`src/rtl/serial_mul3_ctrl.sv`:
```
// rtl/serial_mul3_ctrl.sv - sequencing controller for the bit-serial multiply-by-3 core
module serial_mul3_ctrl #(
  parameter int WIDTH = 8
) (
  input  logic               clk,
  input  logic               reset,
  input  logic               start,
  input  logic [WIDTH-1:0]   operand,
  input  logic               abort,
  output logic               ser_bit,
  output logic               ser_clr,
  input  logic               ser_res,
  output logic               busy,
  output logic               done,
  output logic [WIDTH+1:0]   result
);

  localparam int RW = WIDTH + 2;
  localparam int IW = $clog2(RW);
  localparam logic [IW-1:0] IDX_LAST = IW'(RW - 1);

  typedef enum logic [2:0] {
    S_IDLE  = 3'd0,
    S_CLR   = 3'd1,
    S_SHIFT = 3'd2,
    S_DRAIN = 3'd3,
    S_DONE  = 3'd4
  } state_t;

  state_t          state;
  logic [RW-1:0]   opreg;
  logic [IW-1:0]   idx;
  logic [IW-1:0]   idx_nxt;
  // sreg collects the first RW-1 result bits; the last one goes straight into result.
  logic [RW-2:0]   sreg;

  assign idx_nxt = idx + 1'b1;

  // Outputs are registered with the value belonging to the state being entered.
  always_ff @(posedge clk) begin
    if (reset) begin
      state   <= S_IDLE;
      opreg   <= '0;
      idx     <= '0;
      sreg    <= '0;
      result  <= '0;
      ser_bit <= 1'b0;
      ser_clr <= 1'b0;
      busy    <= 1'b0;
      done    <= 1'b0;
    end else begin
      case (state)
        S_IDLE: begin
          ser_bit <= 1'b0;
          done    <= 1'b0;
          if (start) begin
            state   <= S_CLR;
            opreg   <= {2'b00, operand};
            idx     <= '0;
            sreg    <= '0;
            ser_clr <= 1'b1;
            busy    <= 1'b1;
          end else begin
            ser_clr <= 1'b0;
            busy    <= 1'b0;
          end
        end

        S_CLR: begin
          ser_clr <= 1'b0;
          if (abort) begin
            state   <= S_IDLE;
            ser_bit <= 1'b0;
            busy    <= 1'b0;
            sreg    <= '0;
          end else begin
            state   <= S_SHIFT;
            ser_bit <= opreg[0];
          end
        end

        S_SHIFT: begin
          if (abort) begin
            state   <= S_IDLE;
            ser_bit <= 1'b0;
            busy    <= 1'b0;
            sreg    <= '0;
          end else begin
            // ser_res lags ser_bit by one cycle, so nothing is captured at idx 0.
            if (idx != '0) begin
              sreg <= {ser_res, sreg[RW-2:1]};
            end
            if (idx == IDX_LAST) begin
              state   <= S_DRAIN;
              ser_bit <= 1'b0;
            end else begin
              idx     <= idx_nxt;
              ser_bit <= opreg[idx_nxt];
            end
          end
        end

        S_DRAIN: begin
          if (abort) begin
            state <= S_IDLE;
            busy  <= 1'b0;
            sreg  <= '0;
          end else begin
            state  <= S_DONE;
            result <= {ser_res, sreg};
            done   <= 1'b1;
          end
        end

        S_DONE: begin
          state <= S_IDLE;
          done  <= 1'b0;
          busy  <= 1'b0;
        end

        default: begin
          state   <= S_IDLE;
          ser_bit <= 1'b0;
          ser_clr <= 1'b0;
          busy    <= 1'b0;
          done    <= 1'b0;
        end
      endcase
    end
  end

endmodule

```
`config.mk`:
```
export PLATFORM = sky130hd
export DESIGN_NAME = serial_mul3_ctrl
export DESIGN_NICKNAME = d
export VERILOG_FILES = /design/src/rtl/serial_mul3_ctrl.sv
export SDC_FILE = /design/constraint.sdc
export NUM_CORES = 1
export LEC_CHECK = 0
export BUFFER_PORTS_ARGS = -buffer_cell sky130_fd_sc_hd__buf_4
export CORE_MARGIN = 2
export CORE_UTILIZATION = 62
export CTS_BUF_LIST = sky130_fd_sc_hd__clkbuf_4
export DETAILED_ROUTE_END_ITERATION = 12
export GPL_TIMING_DRIVEN = 1
export PLACE_DENSITY_LB_ADDON = 0.12
export SKIP_LAST_GASP = 1
export SLEW_MARGIN = 10
export SYNTH_ARGS = -nofsm -noshare
export SYNTH_HDL_FRONTEND = slang
export SYNTH_SLANG_ARGS = --single-unit
```
`constraint.sdc`:
```
create_clock -name clk -period 3.76 [get_ports clk]
set_input_delay 0.752 -clock clk [delete_from_list [all_inputs] [get_ports clk]]
set_output_delay 0.752 -clock clk [all_outputs]
set_load 0.01 [all_outputs]
```
==> results of run 1 <==
[metrics by stage]
step | hold WS, ns | util | area [µm²] | setup slack (ns)
after floorplan | 0.4284 | - | 1719 | 1.957
after global placement | 0.4395 | 0.7047 | 1893 | 1.502
after detailed placement | 0.4477 | 0.7047 | 1893 | 1.458
after CTS | 0.4627 | 0.7313 | 1964 | 1.712
after global routing | 0.4748 | 0.7331 | 1969 | 1.458
final | 0.4599 | 0.7331 | 1969 | 1.715
[routing by layer]
layer,wire length [µm],up-vias,share of wire,GRT usage
met5,0,-,0,0
met4,80,0,0.023,0.1190
met3,193,10,0.055,0.05069
met2,1592,47,0.45,0.3721
met1,1649,717,0.47,0.3172
li1,-,768,-,-
[kinds of logic (layout without fill, tap and decap cells)]
kind of cell	count (synthesis)	in the layout	share of synthesized area
AND/OR/NAND/NOR	83	83	0.2569
flip-flops	38	38	0.4425
AO/OA/AOI/OAI	59	59	0.2001
adder cells (fa/ha/maj)	3	3	0.02184
multiplexers	3	3	0.02038
buffers and inverters	19	38	0.04804
XOR/XNOR	2	2	0.01019
[how the worst max path moves through the flow]
stage	from	endpoint	slack, ns	depth (start not counted)
3_5_place_dp	abort	idx[2]	1.46	5
3_3_place_gp	abort	idx[2]	1.50	5
6_report	idx[0]	ser_bit	1.71	6
4_1_cts	idx[0]	ser_bit	1.71	6
2_1_floorplan	idx[0]	ser_bit	1.96	7
5_1_grt	idx[0]	ser_bit	1.46	6
[state kept, by name, summed over array words and instances (netlist names)]
signal,count
result,10
sreg,9
opreg,8
idx,4
state,3
busy,1
done,1
ser_bit,1
ser_clr,1
[cell type report]
| cell class | instances | area share |
|---|---|---|
| clock buffer | 5 | 0.01906 |
| clock inverter | 2 | 0.01715 |
| inverter | 4 | 0.007624 |
| sequential | 38 | 0.3863 |
| tap | 31 | 0.01970 |
| timing repair buffer | 27 | 0.1029 |
| multi-input combinational | 150 | 0.4473 |
[cell usage in the layout, fill, tap and decap left out, types with 3 or more instances in the layout]
cell type / Yosys / routed
o21ai_0: 11 / 11
nand2_1: 40 / 40
nand3_1: 4 / 4
buf_4: 1 / 27
nor2_1: 7 / 7
clkbuf_4: 0 / 5
nand4_1: 9 / 9
inv_1: 4 / 4
a21oi_1: 35 / 35
dfxtp_1: 38 / 38
o21a_1: 3 / 3
ha_1: 3 / 3
[report_power, final]
| group | internal, mW | switching [mW] |
|---|---|---|
| clock | 0.134 | 0.128 |
| combinational | 0.0253 | 0.0361 |
| sequential | 0.411 | 0.00780 |
[worst register-to-register path, cell delays in order (launching register included)]
cell	delay, ns
dfxtp_1	0.51
inv_1	0.15
ha_1	0.45
nor2b_1	0.08
a2111oi_0	0.44
o221a_2	0.29
a211oi_2	0.04
==> metrics.log, run 1 <==
[metrics] Commonest cells post-synth: nand2_1 (40), dfxtp_1 (38), a21oi_1 (35)
[metrics] worst slew slack as a fraction of its limit: 0.5491
[metrics] filler cell count in the final layout: around 220
[metrics] library cell with the largest summed area after synthesis: dfxtp_1
[metrics] commonest register cell after synthesis: dfxtp_1
[metrics] number of warnings reported in the yosys synthesis log: 0
[metrics] status: finished, final reports clean
[metrics] area of the mapped netlist: approximately 0.0017 mm²
[metrics] Clock Sinks: 38
[metrics] initial antenna violation count: 0
[metrics] cells along the critical path: inv_1 > ha_1 > nor2b_1 > a2111oi_0 > o221a_2 > a211oi_2
[metrics] setup slack, reg-to-reg: 1.71 ns
[metrics] total routed wirelength: 3515 µm
[metrics] number of clock buffers inserted by TritonCTS: 5
[metrics] Final Wtd Congestion: between 0.8 and 0.9
[metrics] grt ovf: 0
[metrics] post-synthesis average cell area: between 8 and 9 µm²
[metrics] number of distinct standard cells referenced by the synthesized netlist: around 40
[metrics] ranking of synthesized cells by area: dfxtp_1 (44%), a21oi_1 (10%), nand2_1 (8.7%)
[metrics] worst min-delay path startpoint: result[7]
[metrics] setup total negative slack: 0 ns
[metrics] Placed Cells: 250
[metrics] FF-to-FF path depth: 6
[metrics] Bufs on Longest Clock Path: 2
[metrics] startpoint-to-endpoint class of the critical path: flip-flop to flip-flop
[metrics] area growth from synthesis to final layout: 14.56%
[metrics] reported max-cap violation count: 0
[metrics] via count: approximately 1500
[metrics] clock-pin slew on the worst setup and hold paths: roughly 0.11 ns
[metrics] count of endpoints failing setup in the final report: 0
[metrics] global routing usage summed across all routing layers: 0.2404
[metrics] H-tree lvl count: 2
[metrics] Slowest Stage Delay on Critical Path: slightly above 0.5 ns
[metrics] number of global-route vias before repair: approximately 1400
[metrics] Crit. End Element: flip-flop
[metrics] clock tree from TritonCTS: done
[metrics] share of synthesized flip-flops with an asynchronous set or reset: 0
[metrics] post-CTS setup repair buffer count: 0
[metrics] post-DP HPWL: between 2000 and 2500 µm
[metrics] cell chosen for the clock root: clkbuf_4
[metrics] Post-CTS Hold Buffers: 0
[metrics] via count normalized by instance count: roughly 6.0
[metrics] per-cell routed wire length: 13.68 µm
[metrics] Clk Latency, worst-skew pair: around 0.34 ns
[metrics] Core Area: roughly 0.0027 mm²
[metrics] destination of the worst hold path: result[7]
[metrics] synthesis-stage register bit count: 38
[metrics] worst min-delay path category: flip-flop to flip-flop
[metrics] Top-Level Pins: 27
[metrics] total power: about 0.74 mW
[metrics] Die Outline Area: 0.003210 mm²
[metrics] buffer and inverter count on the worst path: 1
[metrics] number of standard cells after synthesis: 207
[metrics] count of flip-flops with a built-in enable after synthesis: 0
[metrics] r2r startpoint: idx[0]
[metrics] register area: ~760 µm²
[metrics] maximum number of pins on one net before global-route repair: 39
[metrics] Final min period: 2.045 ns
[metrics] highest fanout seen on the critical path: 9
[metrics] maximum clock skew at final layout: about 0.0092 ns
[metrics] Worst IR Drop VDD: around 0.44 mV
[metrics] max-slew violations: 0
[metrics] portion of synthesized cell area occupied by the leading cell type: 0.4425
[metrics] count of standard-cell rows: 19
[metrics] post_cts resized: 0
[metrics] areal power density over the cells: 376.9 mW/mm²
[metrics] slew of the pin with the lowest slew margin: a little under 0.7 ns
[metrics] period utilization: 0.5439
[metrics] endpoint required time on the critical path: 4.01 ns
[metrics] reg-to-reg endpoint: ser_bit
[metrics] static leakage power: about 0.7 nW
[metrics] first-pass GRT wire length: about 6000 µm
[metrics] count of port buffers added during placement: 26
[metrics] Die W: 56.66 µm
[metrics] nets@finish: approximately 240
[metrics] RSZ-0062 raised after global routing: no
[metrics] post-detailed-route count of antenna-violating nets: 0
[metrics] vertical die dimension: 56.66 µm
[metrics] share of the yosys chip area belonging to registers: 0.4425
[metrics] first drt pass iteration count: 4
[metrics] count of final hold-check violations: 0
[metrics] kind of start point of the critical path: flip-flop
[metrics] arrival time reported for the critical path endpoint: 2.29 ns
[metrics] total area of multi-input combinational cells: a little under 900 µm²
[metrics] crit-path leading delay family: compound AO/OA/AOI/OAI gates
[metrics] Cell Count, Final, Fillers Out: approximately 260
[metrics] n_diodes: 0
[metrics] starting utilization of the core area: 0.6400
[metrics] cell with the largest stage delay on the worst path: dfxtp_1
[metrics] number of remaining DRC errors: 0
[metrics] post-synthesis net count: ~220
[metrics] number of cells traversed by the worst hold path: 2
[metrics] proportion of layout cells with a drive suffix above 1: 0.1903
[metrics] achievable frequency: around 500 MHz
[metrics] dominant cell by count in the synthesized netlist: nand2_1
[metrics] number of violations reported at the end of detailed-routing iteration 0: 74
Note: power is estimated with default switching activity, not from simulation.
==> run 2: changes to the inputs <==
Settings changed: CORE_UTILIZATION 62 to 52.
Clock period 3.76 ns to 1.7 ns, I/O delays scaled along.
==> run 2 against run 1 <==
  * Largest cell class unchanged
  * Setup slack got worse by 1.7 ns
  * Hold slack got worse by 0.27 ns
  * Routed wire length up 11%
  * Clock-buffer cell count is the same
  * Via count rose by 2.2%
  * Sequential share of layout area is 2.3 points lower
  * Clock skew fell by 0.0032 ns
  * Largest power group unchanged
  * First-iteration DRC count up 68%
==> metrics.log, run 2 (synthesized netlist as in run 1, its figures left out) <==
[metrics] first-pass GRT wire length: just over 6000 µm
[metrics] post-placement worst setup slack: -0.1241 ns
[metrics] clock tree from TritonCTS: done
[metrics] number of remaining DRC errors: 0
[metrics] global routing usage summed across all routing layers: 0.2249
[metrics] proportion of layout cells with a drive suffix above 1: 0.2797
[metrics] startpoint-to-endpoint class of the critical path: flip-flop to flip-flop
[metrics] highest fanout seen on the critical path: 7
[metrics] arrival time reported for the critical path endpoint: approximately 1.9 ns
[metrics] count of endpoints failing setup in the final report: 0
[metrics] static leakage power: about 0.76 nW
[metrics] Most flops, register: result
[metrics] slew of the pin with the lowest slew margin: about 0.47 ns
[metrics] total routed wirelength: 3889 µm
[metrics] areal power density over the cells: roughly 790 mW/mm²
[metrics] status: finished, final reports clean
[metrics] registers with the most flip-flops: result x10, sreg x9, opreg x8
[metrics] count of standard-cell rows: 20
[metrics] maximum number of pins on one net before global-route repair: 39
[metrics] Final Wtd Congestion: 0.8502
[metrics] buffer and inverter count on the worst path: 0
[metrics] initial antenna violation count: 0
[metrics] endpoint required time on the critical path: 1.96 ns
[metrics] count of final hold-check violations: 0
[metrics] maximum clock skew at final layout: between 0.005 and 0.006 ns
[metrics] number of clock buffers inserted by TritonCTS: 5
[metrics] post-detailed-route count of antenna-violating nets: 0
[metrics] setup ws final: between 0.04 and 0.05 ns
[metrics] worst slew slack as a fraction of its limit: 0.6868
[metrics] post-DP HPWL: 2594 µm
[metrics] n_diodes: 0
[metrics] Die Outline Area: ~0.0038 mm²
[metrics] setup total negative slack: 0 ns
[metrics] Core Area: slightly above 0.003 mm²
[metrics] max-slew violations: 0
[metrics] crit-path leading delay family: compound AO/OA/AOI/OAI gates
[metrics] cell chosen for the clock root: clkbuf_4
[metrics] number of violations reported at the end of detailed-routing iteration 0: roughly 120
[metrics] cells along the critical path: ha_1 > xnor2_2 > a2111oi_2 > o221a_2 > a211oi_2
[metrics] Post-CTS Hold Buffers: 0
[metrics] Clk Latency, worst-skew pair: between 0.3 and 0.4 ns
[metrics] clock-pin slew on the worst setup and hold paths: 0.11 ns
[metrics] starting utilization of the core area: 0.5540
[metrics] cell with the largest stage delay on the worst path: a2111oi_2
[metrics] Final min period: 1.651 ns
[metrics] grt ovf: 0
[metrics] Worst IR Drop VDD: about 0.52 mV
[metrics] Top-Level Pins: 27
[metrics] number of global-route vias before repair: around 1400
[metrics] first drt pass iteration count: 4
[metrics] Slowest Stage Delay on Critical Path: roughly 0.42 ns
[metrics] via count normalized by instance count: roughly 5.6
[metrics] vertical die dimension: between 60 and 70 µm
[metrics] Die W: slightly above 60 µm
[metrics] reported max-cap violation count: 0
[metrics] number of flip-flops in the largest register: 10
[metrics] Crit. End Element: flip-flop
[metrics] core utilization of the finished layout: 0.6835
[metrics] nets@finish: roughly 250
[metrics] H-tree lvl count: 2
[metrics] area growth from synthesis to final layout: 23.36%
[metrics] per-cell routed wire length: around 14 µm
[metrics] leading cell types in the layout, fill and taps excluded: nand2_1 (40), buf_4 (36), a21oi_1 (35)
[metrics] kind of start point of the critical path: flip-flop
[metrics] count of port buffers added during placement: 26
[metrics] via count: 1576
[metrics] achievable frequency: just over 600 MHz
[metrics] leading cell type in the layout, fill and taps excluded: nand2_1
[metrics] Bufs on Longest Clock Path: 2
[metrics] period utilization: 0.9711
[metrics] worst min-delay path category: input pin to flip-flop
[metrics] Clock Sinks: 38
run 2: path summary, 6_finish.rpt:
check,start,end,slack (ns),depth (start not counted)
min,abort,state[1],0.19,2
max reg2reg,idx[0],ser_bit,0.05,5
max,idx[0],ser_bit,0.05,5
min reg2reg,result[1],result[1],0.46,2
run 2: layout make-up:
type | instances | area (µm²)
Clock inverter | 2 | 33.78
Tap cell | 44 | 55.05
Clock buffer | 5 | 37.54
Timing Repair Buffer | 37 | 281.5
Sequential cell | 38 | 769.5
Inverter | 4 | 15.01
Multi-Input combinational cell | 150 | 928.4
Fill cell | 271 | 982.2
run 2: per-layer routing:
metal / wire [µm] / track usage / vias up
li1: - / - / 791
met1: 1630 / 0.2500 / 748
met2: 2041 / 0.3774 / 31
met3: 147 / 0.07773 / 6
met4: 70 / 0.1185 / 0
met5: 0 / 0 / -
run 2: through the flow:
step / power [mW] / instance area (µm²) / cells / hold WS [ns]
6_report: 1.671 / 2121 / 280 / 0.1919
5_1_grt: 1.736 / 2121 / 280 / 0.1953
4_1_cts: 1.681 / 2061 / 279 / 0.1895
3_5_place_dp: 1.089 / 1979 / 272 / 0.4474
3_3_place_gp: 1.086 / 1979 / 272 / 0.4458
2_1_floorplan: 1.034 / 1723 / 207 / 0.4168
run 2: power by group:
part           switching (mW)  internal [mW]  leakage, nW  total, mW
Sequential             0.0161          0.908        0.311      0.924
Clock                   0.300          0.297       0.0387      0.597
Combinational          0.0852         0.0640        0.409      0.149
Total                   0.402           1.27        0.758       1.67
run 2: what timing repair did:
item                                    4_1_cts  5_1_grt
pin swaps                                     0        2
endpoints found under the setup margin       10       11
setup buffers                                 0        1
resized for setup                             4       13
